[src/rtl/pipe_ctrl_if.sv]
// pipe_ctrl_if -- bundle of every non-clock signal of pipe_ctrl.
//   upstream   : in_valid, in_data, in_ready
//   downstream : out_valid, out_data, out_ready
//   stage bus  : st_valid, st_data (registers out), st_result, st_busy, kill (stage logic in)
//   status     : occ, stall_cnt, retire_cnt
// modport slave  : the pipeline controller itself
// modport master : the surrounding datapath / environment
interface pipe_ctrl_if #(
  parameter int NSTAGE = 5,
  parameter int W      = 32
);
  localparam int OCC_W = $clog2(NSTAGE + 1);

  logic                  in_valid;
  logic [W-1:0]          in_data;
  logic                  in_ready;
  logic [NSTAGE-1:0]     st_valid;
  logic [NSTAGE*W-1:0]   st_data;
  logic [NSTAGE*W-1:0]   st_result;
  logic [NSTAGE-1:0]     st_busy;
  logic [NSTAGE-1:0]     kill;
  logic                  out_valid;
  logic [W-1:0]          out_data;
  logic                  out_ready;
  logic [OCC_W-1:0]      occ;
  logic [31:0]           stall_cnt;
  logic [31:0]           retire_cnt;

  modport slave (
    input  in_valid, in_data, st_result, st_busy, kill, out_ready,
    output in_ready, st_valid, st_data, out_valid, out_data, occ, stall_cnt, retire_cnt
  );

  modport master (
    output in_valid, in_data, st_result, st_busy, kill, out_ready,
    input  in_ready, st_valid, st_data, out_valid, out_data, occ, stall_cnt, retire_cnt
  );
endinterface

[src/rtl/pipe_ctrl.sv]
// pipe_ctrl -- valid/ready controller for an NSTAGE-deep register pipeline.
// Each stage register holds a payload; the external stage logic computes
// st_result from st_data, and stage i's result loads stage i+1 when stage i
// advances. Stages can stall (st_busy) or be flushed (kill). Ready is
// propagated combinationally from out_ready back to in_ready, so a full pipe
// accepts and retires in the same cycle.
// Ports:
//   clk, resetn : clock, synchronous active-low reset
//   bus         : pipe_ctrl_if.slave (handshakes, stage bus, status counters)
module pipe_ctrl #(
  parameter int NSTAGE = 5,
  parameter int W      = 32
) (
  input logic         clk,
  input logic         resetn,
  pipe_ctrl_if.slave  bus
);
  localparam int OCC_W = $clog2(NSTAGE + 1);

  logic [NSTAGE-1:0] vld_q;
  logic [W-1:0]      data_q [NSTAGE];
  logic [31:0]       stall_cnt_q;
  logic [31:0]       retire_cnt_q;

  logic [NSTAGE-1:0] adv;
  logic              in_ready_c;
  logic              out_valid_c;
  logic [OCC_W-1:0]  occ_c;

  function automatic logic [31:0] sat_inc(input logic [31:0] v);
    return (v == 32'hFFFF_FFFF) ? v : v + 32'd1;
  endfunction

  // Ready chain: walk from the output back to stage 0. A stage has room when
  // its successor is empty, leaving this cycle, or being flushed.
  always_comb begin : adv_chain
    logic [NSTAGE-1:0] f;
    logic [NSTAGE-1:0] a;
    f = '0;
    a = '0;
    for (int i = NSTAGE - 1; i >= 0; i--) begin
      if (i == NSTAGE - 1) f[i] = bus.out_ready;
      else                 f[i] = !vld_q[i+1] | a[i+1] | bus.kill[i+1];
      a[i] = vld_q[i] & !bus.st_busy[i] & !bus.kill[i] & f[i];
    end
    adv = a;
  end

  assign in_ready_c  = !vld_q[0] | adv[0] | bus.kill[0];
  assign out_valid_c = vld_q[NSTAGE-1] & !bus.st_busy[NSTAGE-1] & !bus.kill[NSTAGE-1];

  // Reset forces the idle handshake values even before the first reset edge.
  assign bus.in_ready  = !resetn | in_ready_c;
  assign bus.out_valid = resetn & out_valid_c;
  assign bus.out_data  = bus.st_result[(NSTAGE-1)*W +: W];
  assign bus.st_valid  = vld_q;

  always_comb begin
    bus.st_data = '0;
    for (int i = 0; i < NSTAGE; i++) bus.st_data[i*W +: W] = data_q[i];
  end

  always_comb begin
    occ_c = '0;
    for (int i = 0; i < NSTAGE; i++) occ_c = occ_c + OCC_W'(vld_q[i]);
  end
  assign bus.occ = occ_c;

  // Stage registers: kill beats load beats bubble beats hold. A kill on
  // stage i also discards whatever stage i-1 was pushing into it.
  always_ff @(posedge clk) begin
    if (!resetn) begin
      vld_q <= '0;
      for (int i = 0; i < NSTAGE; i++) data_q[i] <= '0;
    end else begin
      if (bus.kill[0]) begin
        vld_q[0] <= 1'b0;
      end else if (bus.in_valid && in_ready_c) begin
        vld_q[0]  <= 1'b1;
        data_q[0] <= bus.in_data;
      end else if (adv[0]) begin
        vld_q[0] <= 1'b0;
      end
      for (int i = 1; i < NSTAGE; i++) begin
        if (bus.kill[i]) begin
          vld_q[i] <= 1'b0;
        end else if (adv[i-1]) begin
          vld_q[i]  <= 1'b1;
          data_q[i] <= bus.st_result[(i-1)*W +: W];
        end else if (adv[i]) begin
          vld_q[i] <= 1'b0;
        end
      end
    end
  end

  // Status counters: stalls saturate, retires wrap.
  always_ff @(posedge clk) begin
    if (!resetn) begin
      stall_cnt_q  <= '0;
      retire_cnt_q <= '0;
    end else begin
      if (bus.in_valid && !in_ready_c) stall_cnt_q <= sat_inc(stall_cnt_q);
      if (out_valid_c && bus.out_ready) retire_cnt_q <= retire_cnt_q + 32'd1;
    end
  end

  assign bus.stall_cnt  = stall_cnt_q;
  assign bus.retire_cnt = retire_cnt_q;
endmodule

[src/flat_wrapper.sv]
// flat-port wrapper written by rule: the top's interface ports become plain ports
module pipe_ctrl_flat 
#(
  parameter int NSTAGE = 5,
  parameter int W      = 32
)
  (clk, resetn, bus_in_valid, bus_in_data, bus_st_result, bus_st_busy, bus_kill, bus_out_ready, bus_in_ready, bus_st_valid, bus_st_data, bus_out_valid, bus_out_data, bus_occ, bus_stall_cnt, bus_retire_cnt);
  pipe_ctrl_if #(.NSTAGE(NSTAGE), .W(W)) bus_i ();
  input logic clk;
  input logic resetn;
  input wire logic [$bits(bus_i.in_valid)-1:0] bus_in_valid;
  input wire logic [$bits(bus_i.in_data)-1:0] bus_in_data;
  input wire logic [$bits(bus_i.st_result)-1:0] bus_st_result;
  input wire logic [$bits(bus_i.st_busy)-1:0] bus_st_busy;
  input wire logic [$bits(bus_i.kill)-1:0] bus_kill;
  input wire logic [$bits(bus_i.out_ready)-1:0] bus_out_ready;
  output wire logic [$bits(bus_i.in_ready)-1:0] bus_in_ready;
  output wire logic [$bits(bus_i.st_valid)-1:0] bus_st_valid;
  output wire logic [$bits(bus_i.st_data)-1:0] bus_st_data;
  output wire logic [$bits(bus_i.out_valid)-1:0] bus_out_valid;
  output wire logic [$bits(bus_i.out_data)-1:0] bus_out_data;
  output wire logic [$bits(bus_i.occ)-1:0] bus_occ;
  output wire logic [$bits(bus_i.stall_cnt)-1:0] bus_stall_cnt;
  output wire logic [$bits(bus_i.retire_cnt)-1:0] bus_retire_cnt;
  assign bus_i.in_valid = bus_in_valid;
  assign bus_i.in_data = bus_in_data;
  assign bus_i.st_result = bus_st_result;
  assign bus_i.st_busy = bus_st_busy;
  assign bus_i.kill = bus_kill;
  assign bus_i.out_ready = bus_out_ready;
  assign bus_in_ready = bus_i.in_ready;
  assign bus_st_valid = bus_i.st_valid;
  assign bus_st_data = bus_i.st_data;
  assign bus_out_valid = bus_i.out_valid;
  assign bus_out_data = bus_i.out_data;
  assign bus_occ = bus_i.occ;
  assign bus_stall_cnt = bus_i.stall_cnt;
  assign bus_retire_cnt = bus_i.retire_cnt;
  pipe_ctrl #(.NSTAGE(NSTAGE), .W(W)) u_core (.clk(clk), .resetn(resetn), .bus(bus_i));
endmodule
[config.mk]
export PLATFORM = sky130hd
export DESIGN_NAME = pipe_ctrl_flat
export DESIGN_NICKNAME = d
export VERILOG_FILES = /design/src/rtl/pipe_ctrl_if.sv /design/src/rtl/pipe_ctrl.sv /design/src/flat_wrapper.sv
export SDC_FILE = /design/constraint.sdc
export NUM_CORES = 1
export LEC_CHECK = 0
export ABC_AREA = 1
export CORE_AREA = 5 5 178 180
export DETAILED_ROUTE_END_ITERATION = 12
export DIE_AREA = 0 0 183 185
export GPL_ROUTABILITY_DRIVEN = 0
export PLACE_DENSITY = 0.75
export SLEW_MARGIN = 10
export SYNTH_ARGS = -nofsm -noshare
export SYNTH_HDL_FRONTEND = slang
export SYNTH_SLANG_ARGS = --single-unit
[constraint.sdc]
create_clock -name clk -period 2.6 [get_ports clk]
set_input_delay 0.39 -clock clk [delete_from_list [all_inputs] [get_ports clk]]
set_output_delay 0.39 -clock clk [all_outputs]
set_load 0.01 [all_outputs]
==> qor.txt, run 1 <==
Status = complete, but fails checks
Failing checks = setup timing
Relative slew slack = 57.87%
CP Cell Sequence = ha_4 -> inv_2 -> fa_1 -> inv_1 -> ha_2 -> inv_2 -> fa_1 -> inv_1 -> buf_6
Layout area overhead = 51.90%
Fin util = 54.81%
Unrepaired setup endpoints after global routing = yes
Number of synthesized register bits = 229
Longest Clk Path Bufs = 3
Slew Viols, Final = 0
YS warnings = 0
Max-cap violations = 0
Routed len/inst = 19.62 µm
Leak = 5.725 nW
Worst hold path class = reg2reg
Sink Count = 229
GRT overflow = 0
Max Clk Rate = 349.4 MHz
Reg2Reg Setup Slack = -190 ps
CTS root buf = clkbuf_16
Final hold viol count = 0
CP Capture Type = output port
DIE AREA = 33860 µm²
Layout cells sized above 1 = 17.58%
Mapped Area = 10840 µm²
Final HPWL DP = 26710 µm
Initial Util = 36.08%
Min-Delay Endpoint = u_core.bus.retire_cnt[31]
Cells after Synth = 965
PortBufs = 407
Worst-margin pin slew = 631.9 ps
Initial antenna violation count = 7
PwrDens = 519.9 nW/µm²
Distinct cells, synth = 38
Avg Cell Area, Syn = 11.23 µm²
Die Ht = 185 µm
Critical path launch point type = flip-flop
Critical path's largest stage delay = 470 ps
CTS tree = yes
Period minus WS final = 2862 ps
Clock Pin Slew Worst Setup and Hold Paths = 60 ps
Final wirelength = 35410 µm
Routed vias/inst = 4.873
Total track usage = 19.73%
Reg2reg start = u_core.bus.st_valid[4]
Tcrit/Tclk final = 110.1%
First drt pass iteration count = 5
Nets@finish = 1598
Total power = 0.008557 W
Met1 Usage GRT = 22.25%
Worst skew pair latency = 520 ps
First-pass GRT wire length = 52510 µm
Reg-to-Reg End = u_core.bus.st_valid[3]
Vias = 8796
Met3 Usage GRT = 5.185%
Setup Skew = 11.91 ps
Max H-tree Level = 1
Most frequent cells in the layout = clkdlybuf4s50_1 (402), edfxtp_1 (160), nand2_1 (123)
Worst hold start = u_core.bus.retire_cnt[31]
Worst hold stages = 2
Met2 GRT Util = 36.88%
I/O pin cnt = 472
Antenna-violating nets left = 0
DRC viols = 0
R2R depth = 20
Busiest layer in global routing = met2
CP arrival = 2470 ps
Mapped Nets = 1177
Kind of critical path = reg2out
Worst hold margin = 465.0 ps
Vias in the first global route = 8883
Fill cell count = 2570
CP max stage cell = fa_1
Multi-input logic area = 3911 µm²
Worst EP required = 2210 ps
Sequential Area = 6190 µm²
Leading cell type in the layout, fill and taps excluded = clkdlybuf4s50_1
Worst setup margin = -262.1 ps
FP Rows = 64
Largest net degree at the start of global routing = 56
Max VDD drop = 0.3996 mV
Drt first-iter violations = 526
Num CTS Buffers = 27
Core area = 30030 µm²
Crit-path max FO = 2
Sequential share of the synthesized area = 57.09%
Final setup fails = 3
Die width = 183 µm
Pre-CTS WS = -275.9 ps
-- what timing repair did --
action / in CTS / in global routing
pin swaps: 3 / 3
resized for setup: 19 / 5
hold buffers: 0 / 0
setup endpoints to repair: 3 / 4
cloned: 0 / 0
setup buffers: 15 / 0
-- area by class of cell --
cell class / instances / share of cell area (%)
diodes: 4 / 0.06081
flip-flops and latches: 229 / 37.61
clock inverters: 17 / 0.8210
inverters: 64 / 1.490
repair buffers: 478 / 29.05
well taps: 396 / 3.010
multi-input cells: 586 / 23.76
clock buffers: 31 / 4.196
-- how the worst max path moves through the flow --
| stage | depth (start not counted) | startpoint | endpoint | slack (ps) |
|---|---|---|---|---|
| finish | 9 | u_core.bus.st_valid[1] | bus_occ[1] | -260 |
| global route | 9 | u_core.bus.st_valid[1] | bus_occ[1] | -390 |
| CTS | 9 | u_core.bus.st_valid[1] | bus_occ[1] | -310 |
| detailed placement | 14 | bus_kill[3] | bus_in_ready | -280 |
| global placement | 14 | bus_kill[3] | bus_in_ready | -280 |
| floorplan | 13 | u_core.bus.st_valid[3] | u_core.data_q[0][0] | 20 |
-- cell families (layout without fill, tap and decap cells) --
| family | count (synthesis) | in the layout | synth area share, % |
|---|---|---|---|
| xor+xnor | 44 | 44 | 3.557 |
| other cells | 0 | 4 | 0 |
| flops | 229 | 229 | 57.09 |
| buf+inv | 150 | 590 | 7.286 |
| simple gates | 315 | 315 | 14.04 |
| fa+ha+maj | 6 | 6 | 0.8314 |
| compound gates | 221 | 221 | 17.19 |
-- power breakdown --
| part | switching, W | internal, W | leakage, nW |
|---|---|---|---|
| Combinational | 0.000355 | 0.000561 | 3.10 |
| Sequential | 0.0000385 | 0.00404 | 2.22 |
| Clock | 0.00147 | 0.00209 | 0.403 |
| Total | 0.00187 | 0.00669 | 5.73 |
-- critical path: cells and delay by family, from the launching register on --
kind	cells	cell delay [ps]
adder cells (fa/ha/maj)	4	1310
flip-flops	1	330
buffers and inverters	5	310
-- flip-flops by register name, summed over array words and instances (netlist names) --
| register | flops |
|---|---|
| u_core.bus.stall_cnt | 32 |
| u_core.bus.st_valid | 5 |
| u_core.bus.retire_cnt | 32 |
| u_core.data_q | 160 |
-- layer usage --
layer	vias to the layer above	share of wire (%)
met1	4194	37
li1	4211	-
met4	6	2.2
met2	326	53
met5	-	0.11
met3	59	7.9
-- cell usage after synthesis --
| master | n | share of area, % |
|---|---|---|
| o21a_1 | 3 | 0.21 |
| inv_2 | 5 | 0.17 |
| a221oi_1 | 1 | 0.081 |
| a21boi_2 | 90 | 9.4 |
| nand3b_1 | 1 | 0.069 |
| a21oi_1 | 47 | 2.2 |
| nand3_2 | 5 | 0.46 |
| xor2_1 | 34 | 2.7 |
| nor2_1 | 60 | 2.1 |
| dfxtp_1 | 69 | 13 |
| nand2_4 | 1 | 0.10 |
| clkbuf_2 | 1 | 0.046 |
| o21ai_0 | 9 | 0.42 |
| edfxtp_1 | 160 | 44 |
| nor3_1 | 30 | 1.4 |
| nand3_1 | 13 | 0.60 |
| buf_1 | 1 | 0.035 |
| clkbuf_1 | 27 | 0.94 |
| or2_2 | 2 | 0.12 |
| nor4_1 | 11 | 0.64 |
| buf_2 | 12 | 0.55 |
| buf_6 | 11 | 1.1 |
| inv_1 | 59 | 2.0 |
| nand4_1 | 42 | 2.4 |
| nor3b_1 | 4 | 0.28 |
| a21boi_0 | 60 | 4.2 |
| nor4_2 | 2 | 0.23 |
| nand2_1 | 126 | 4.4 |
| nor2_2 | 9 | 0.52 |
| o211ai_2 | 1 | 0.12 |
| nand4_2 | 2 | 0.23 |
| xnor2_1 | 10 | 0.81 |
| nor3_2 | 4 | 0.37 |
| a21boi_1 | 10 | 0.69 |
| nand2_2 | 3 | 0.17 |
| fa_1 | 2 | 0.37 |
| buf_4 | 34 | 2.4 |
| ha_1 | 4 | 0.46 |
-- through the flow --
stage | area, µm² | setup TNS, ps | instances
3_5_place_dp | 15470 | -12580 | 1738
4_1_cts | 16430 | -628.5 | 1801
3_3_place_gp | 15470 | -8775 | 1738
2_1_floorplan | 10840 | 0 | 965
5_1_grt | 16460 | -930.4 | 1805
6_report | 16460 | -611.1 | 1805
No activity file was read; power rests on OpenSTA's default activity.
==> inputs of run 2 (changes only) <==
--- a/config.mk
+++ b/config.mk
@@ -11,6 +11,7 @@
 export DIE_AREA = 0 0 183 185
 export GPL_ROUTABILITY_DRIVEN = 0
 export PLACE_DENSITY = 0.75
+export SKIP_CTS_REPAIR_TIMING = 1
 export SLEW_MARGIN = 10
 export SYNTH_ARGS = -nofsm -noshare
 export SYNTH_HDL_FRONTEND = slang
==> qor.txt, run 2 (synthesized netlist as in run 1, its figures left out) <==
Status = complete, but fails checks
Failing checks = setup timing
Longest Clk Path Bufs = 3
Final HPWL DP = 26710 µm
Worst skew pair latency = 530 ps
Relative slew slack = 59.02%
PwrDens = 523.4 nW/µm²
Clock Pin Slew Worst Setup and Hold Paths = 60 ps
Sink Count = 229
Worst-margin pin slew = 614.7 ps
Critical path launch point type = flip-flop
Layout area overhead = 50.92%
Nets@finish = 1584
Initial antenna violation count = 12
Largest net degree at the start of global routing = 56
FP Rows = 64
Core area = 30030 µm²
Largest register FFs = 160
Num CTS Buffers = 27
Max VDD drop = 0.4001 mV
Worst hold path class = reg2reg
Vias in the first global route = 8774
Total track usage = 19.52%
Setup Skew = 12.59 ps
DIE AREA = 33860 µm²
PortBufs = 407
Leak = 5.655 nW
Final setup fails = 2
Antenna-violating nets left = 0
Die width = 183 µm
CP Capture Type = output port
First-pass GRT wire length = 51720 µm
Max H-tree Level = 1
Tcrit/Tclk final = 110.1%
Reg2Reg Setup Slack = 370 ps
Fin util = 54.46%
Sequential Area = 6190 µm²
Unrepaired setup endpoints after global routing = yes
Worst setup margin = -263.7 ps
DRC viols = 0
Fill cell count = 2591
Max Clk Rate = 349.2 MHz
Final wirelength = 35070 µm
Pre-CTS WS = -275.9 ps
Multi-input logic area = 3896 µm²
Drt first-iter violations = 534
Worst EP required = 2210 ps
Slew Viols, Final = 0
CTS tree = yes
Routed len/inst = 19.53 µm
Final hold viol count = 0
First drt pass iteration count = 5
Kind of critical path = reg2out
Die Ht = 185 µm
Routed vias/inst = 4.861
I/O pin cnt = 472
Layout cells sized above 1 = 16.61%
Period minus WS final = 2864 ps
Most frequent cells in the layout = clkdlybuf4s50_1 (403), edfxtp_1 (160), nand2_1 (124)
Max-cap violations = 0
Initial Util = 36.08%
GRT overflow = 0
CTS root buf = clkbuf_16
CP arrival = 2470 ps
Vias = 8730
Crit-path max FO = 2
Leading cell type in the layout, fill and taps excluded = clkdlybuf4s50_1
Top reg by flops = u_core.data_q
==> run 2: cell types whose count changed in the layout (fill, tap and decap cells not counted), sizes merged <==
cell | previous run | this run
clkdlybuf4s50 | 402 | 403
diode | 4 | 9
buf | 75 | 61
dlymetal6s2s | 1 | 0
==> run 2: per-layer routing <==
layer	global-route usage [%]	share of wire (%)	vias to the layer above
li1	-	-	4189
met1	21.90	36	4122
met2	35.31	52	339
met3	5.381	8.5	74
met4	7.479	3.4	6
met5	0	0.11	-
==> run 2: area by class of cell <==
type                       count  area share, %
tap                          396          3.030
clock buffer                  31          4.223
inverter                      64          1.500
antenna                        9         0.1377
clock inverter                17         0.8263
multi-input combinational    586          23.83
timing repair buffer         464          28.61
sequential                   229          37.85
==> run 2: where the power goes <==
part           switching (W)  total [W]  internal, W
clock                0.00148    0.00357      0.00209
sequential         0.0000380    0.00408      0.00404
combinational       0.000353   0.000915     0.000562
==> run 2: stage by stage <==
| step | std cells | power, W | hold WS (ps) | TNS, ps | area, µm² |
|---|---|---|---|---|---|
| finish | 1796 | 0.008559 | 464.3 | -417.6 | 16350 |
| CTS | 1786 | 0.008671 | 448.7 | -1427 | 16290 |
| floorplan | 965 | 0.004491 | 466.8 | 0 | 10840 |
| global route | 1796 | 0.008881 | 466.5 | -675.5 | 16350 |
| detailed placement | 1738 | 0.005073 | 457.8 | -12580 | 15470 |
| global placement | 1738 | 0.005060 | 448.1 | -8775 | 15470 |
==> run 2: final timing paths <==
check | endpoint | start | cells after the start
worst min register to register | u_core.bus.retire_cnt[31] | u_core.bus.retire_cnt[31] | 2
worst max register to register | u_core.data_q[0][138] | u_core.bus.st_valid[4] | 14
worst max-delay path | bus_occ[1] | u_core.bus.st_valid[1] | 9
worst min-delay path | u_core.bus.retire_cnt[31] | u_core.bus.retire_cnt[31] | 2
==> run 2: critical path, stage by stage, from the launching register on <==
cell and delay (ps):
dfxtp_2 330, ha_4 260, inv_2 30, fa_1 420
inv_1 70, ha_2 160, inv_2 30, fa_1 470
inv_1 50, buf_6 130
==> inputs of run 3 (changes only) <==
--- a/config.mk
+++ b/config.mk
@@ -6,11 +6,12 @@
 export NUM_CORES = 1
 export LEC_CHECK = 0
 export ABC_AREA = 1
-export CORE_AREA = 5 5 178 180
+export CORE_ASPECT_RATIO = 1.5
+export CORE_MARGIN = 3
+export CORE_UTILIZATION = 30
 export DETAILED_ROUTE_END_ITERATION = 12
-export DIE_AREA = 0 0 183 185
 export GPL_ROUTABILITY_DRIVEN = 0
-export PLACE_DENSITY = 0.75
+export PLACE_DENSITY = 0.64
 export SKIP_CTS_REPAIR_TIMING = 1
 export SLEW_MARGIN = 10
 export SYNTH_ARGS = -nofsm -noshare
==> qor.txt, run 3 (synthesized netlist as in run 1, its figures left out) <==
Top reg by flops = u_core.data_q
Final hold viol count = 0
Die width = 161.2 µm
Total track usage = 17.45%
Slew Viols, Final = 0
First-pass GRT wire length = 52560 µm
PwrDens = 509.5 nW/µm²
Worst hold path class = in2reg
Antenna-violating nets left = 0
Worst setup margin = -438.0 ps
Net Sw Frac = 21.72%
Setup Skew = 7.056 ps
DRC viols = 0
Net switching power = 0.001849 W
Max VDD drop = 0.4478 mV
Reg2reg start = u_core.bus.st_valid[2]
Pre-CTS WS = -317.1 ps
Final wirelength = 35400 µm
Tcrit/Tclk final = 116.8%
Leading cell type in the layout, fill and taps excluded = clkdlybuf4s50_1
Largest net degree at the start of global routing = 35
Largest register FFs = 160
GRT overflow = 0
Vias = 8687
Max-cap violations = 0
Drt first-iter violations = 444
Worst hold start = bus_kill[1]
Setup TNS = -602.6 ps
CP arrival = 2650 ps
Final HPWL DP = 27240 µm
Kind of critical path = reg2out
Crit path launch = u_core.bus.st_valid[0]
Met1 wire length = 13160 µm
DIE AREA = 38480 µm²
Num CTS Buffers = 24
Die Ht = 238.8 µm
Failing checks = setup timing
Layout area overhead = 54.18%
Fin util = 47.31%
CTS tree = yes
FP Rows = 84
Leak = 5.804 nW
Layout cells sized above 1 = 18.44%
Relative slew slack = 66.24%
Worst-margin pin slew = 501.8 ps
Clock Power Share = 41.1%
Clock Pin Slew Worst Setup and Hold Paths = 60 ps
CTS root buf = clkbuf_16
Critical path launch point type = flip-flop
DR top layer = met5
CP Capture Type = output port
Worst EP required = 2210 ps
PortBufs = 407
Longest Clk Path Bufs = 3
Initial Util = 30.68%
Initial antenna violation count = 4
Total power = 0.008512 W
Status = complete, but fails checks
Most frequent cells in the layout = clkdlybuf4s50_1 (403), edfxtp_1 (160), nand2_1 (123)
I/O pin cnt = 472
Max Clk Rate = 329.2 MHz
Int Pwr = 0.006664 W
Worst skew pair latency = 530 ps
Part of the power in registers = 47.9%
Max H-tree Level = 1
Routed len/inst = 18.78 µm
Worst hold margin = 465.5 ps
Crit-path max FO = 2
Nets@finish = 1606
Sink Count = 229
Period minus WS final = 3038 ps
Vias in the first global route = 8723
Unrepaired setup endpoints after global routing = yes
Power share of the combinational group = 11.0%
First drt pass iteration count = 5
Fill cell count = 3264
DR WL met2 = 18710 µm
Routed vias/inst = 4.608
Final setup fails = 2
WL met3 = 2539 µm
Core area = 35310 µm²
==> run 3: worst max-delay path: stages, from the launching register on <==
cell and delay (ps):
dfxtp_2 340, ha_4 260, inv_2 30, fa_1 460, inv_2 80, ha_4 120
inv_2 30, fa_2 630, inv_2 50, buf_6 110
==> run 3: metal layers <==
| metal | vias up | track usage [%] |
|---|---|---|
| li1 | 4221 | - |
| met1 | 4088 | 19.40 |
| met2 | 304 | 32.33 |
| met3 | 72 | 4.178 |
| met4 | 2 | 6.235 |
| met5 | - | 0 |
==> run 3: area by class of cell <==
type                    count  area (µm²)  share of cell area, %
multi-input cells         586        3909                  23.40
clock inverters            12       136.4                 0.8164
well taps                 473       591.8                  3.543
clock buffers              30       644.4                  3.857
flip-flops and latches    229        6190                  37.05
diodes                      2       5.005                0.02996
repair buffers            489        4985                  29.84
inverters                  64       245.2                  1.468
==> run 3: power by group through the flow <==
stage	clock network, W	registers (W)	logic [W]
final	0.00350	0.00408	0.000935
after global routing	0.00373	0.00409	0.000987
after CTS	0.00360	0.00408	0.000947
after detailed placement	0	0.00416	0.000942
after global placement	0	0.00416	0.000937
after floorplan	0	0.00423	0.000264
==> run 3: path summary, 6_finish.rpt <==
path	end	slack, ps	cells past startpoint
worst max-delay path	bus_occ[1]	-440	9
worst min-delay path	u_core.bus.st_valid[1]	470	2
worst max register to register	u_core.data_q[0][154]	410	14
worst min register to register	u_core.bus.retire_cnt[31]	470	2
==> run 3: stage by stage <==
stage,instance area (µm²),instances
after floorplan,10840,965
after global placement,15870,1839
after detailed placement,15870,1839
after CTS,16650,1881
after global routing,16710,1885
final,16710,1885
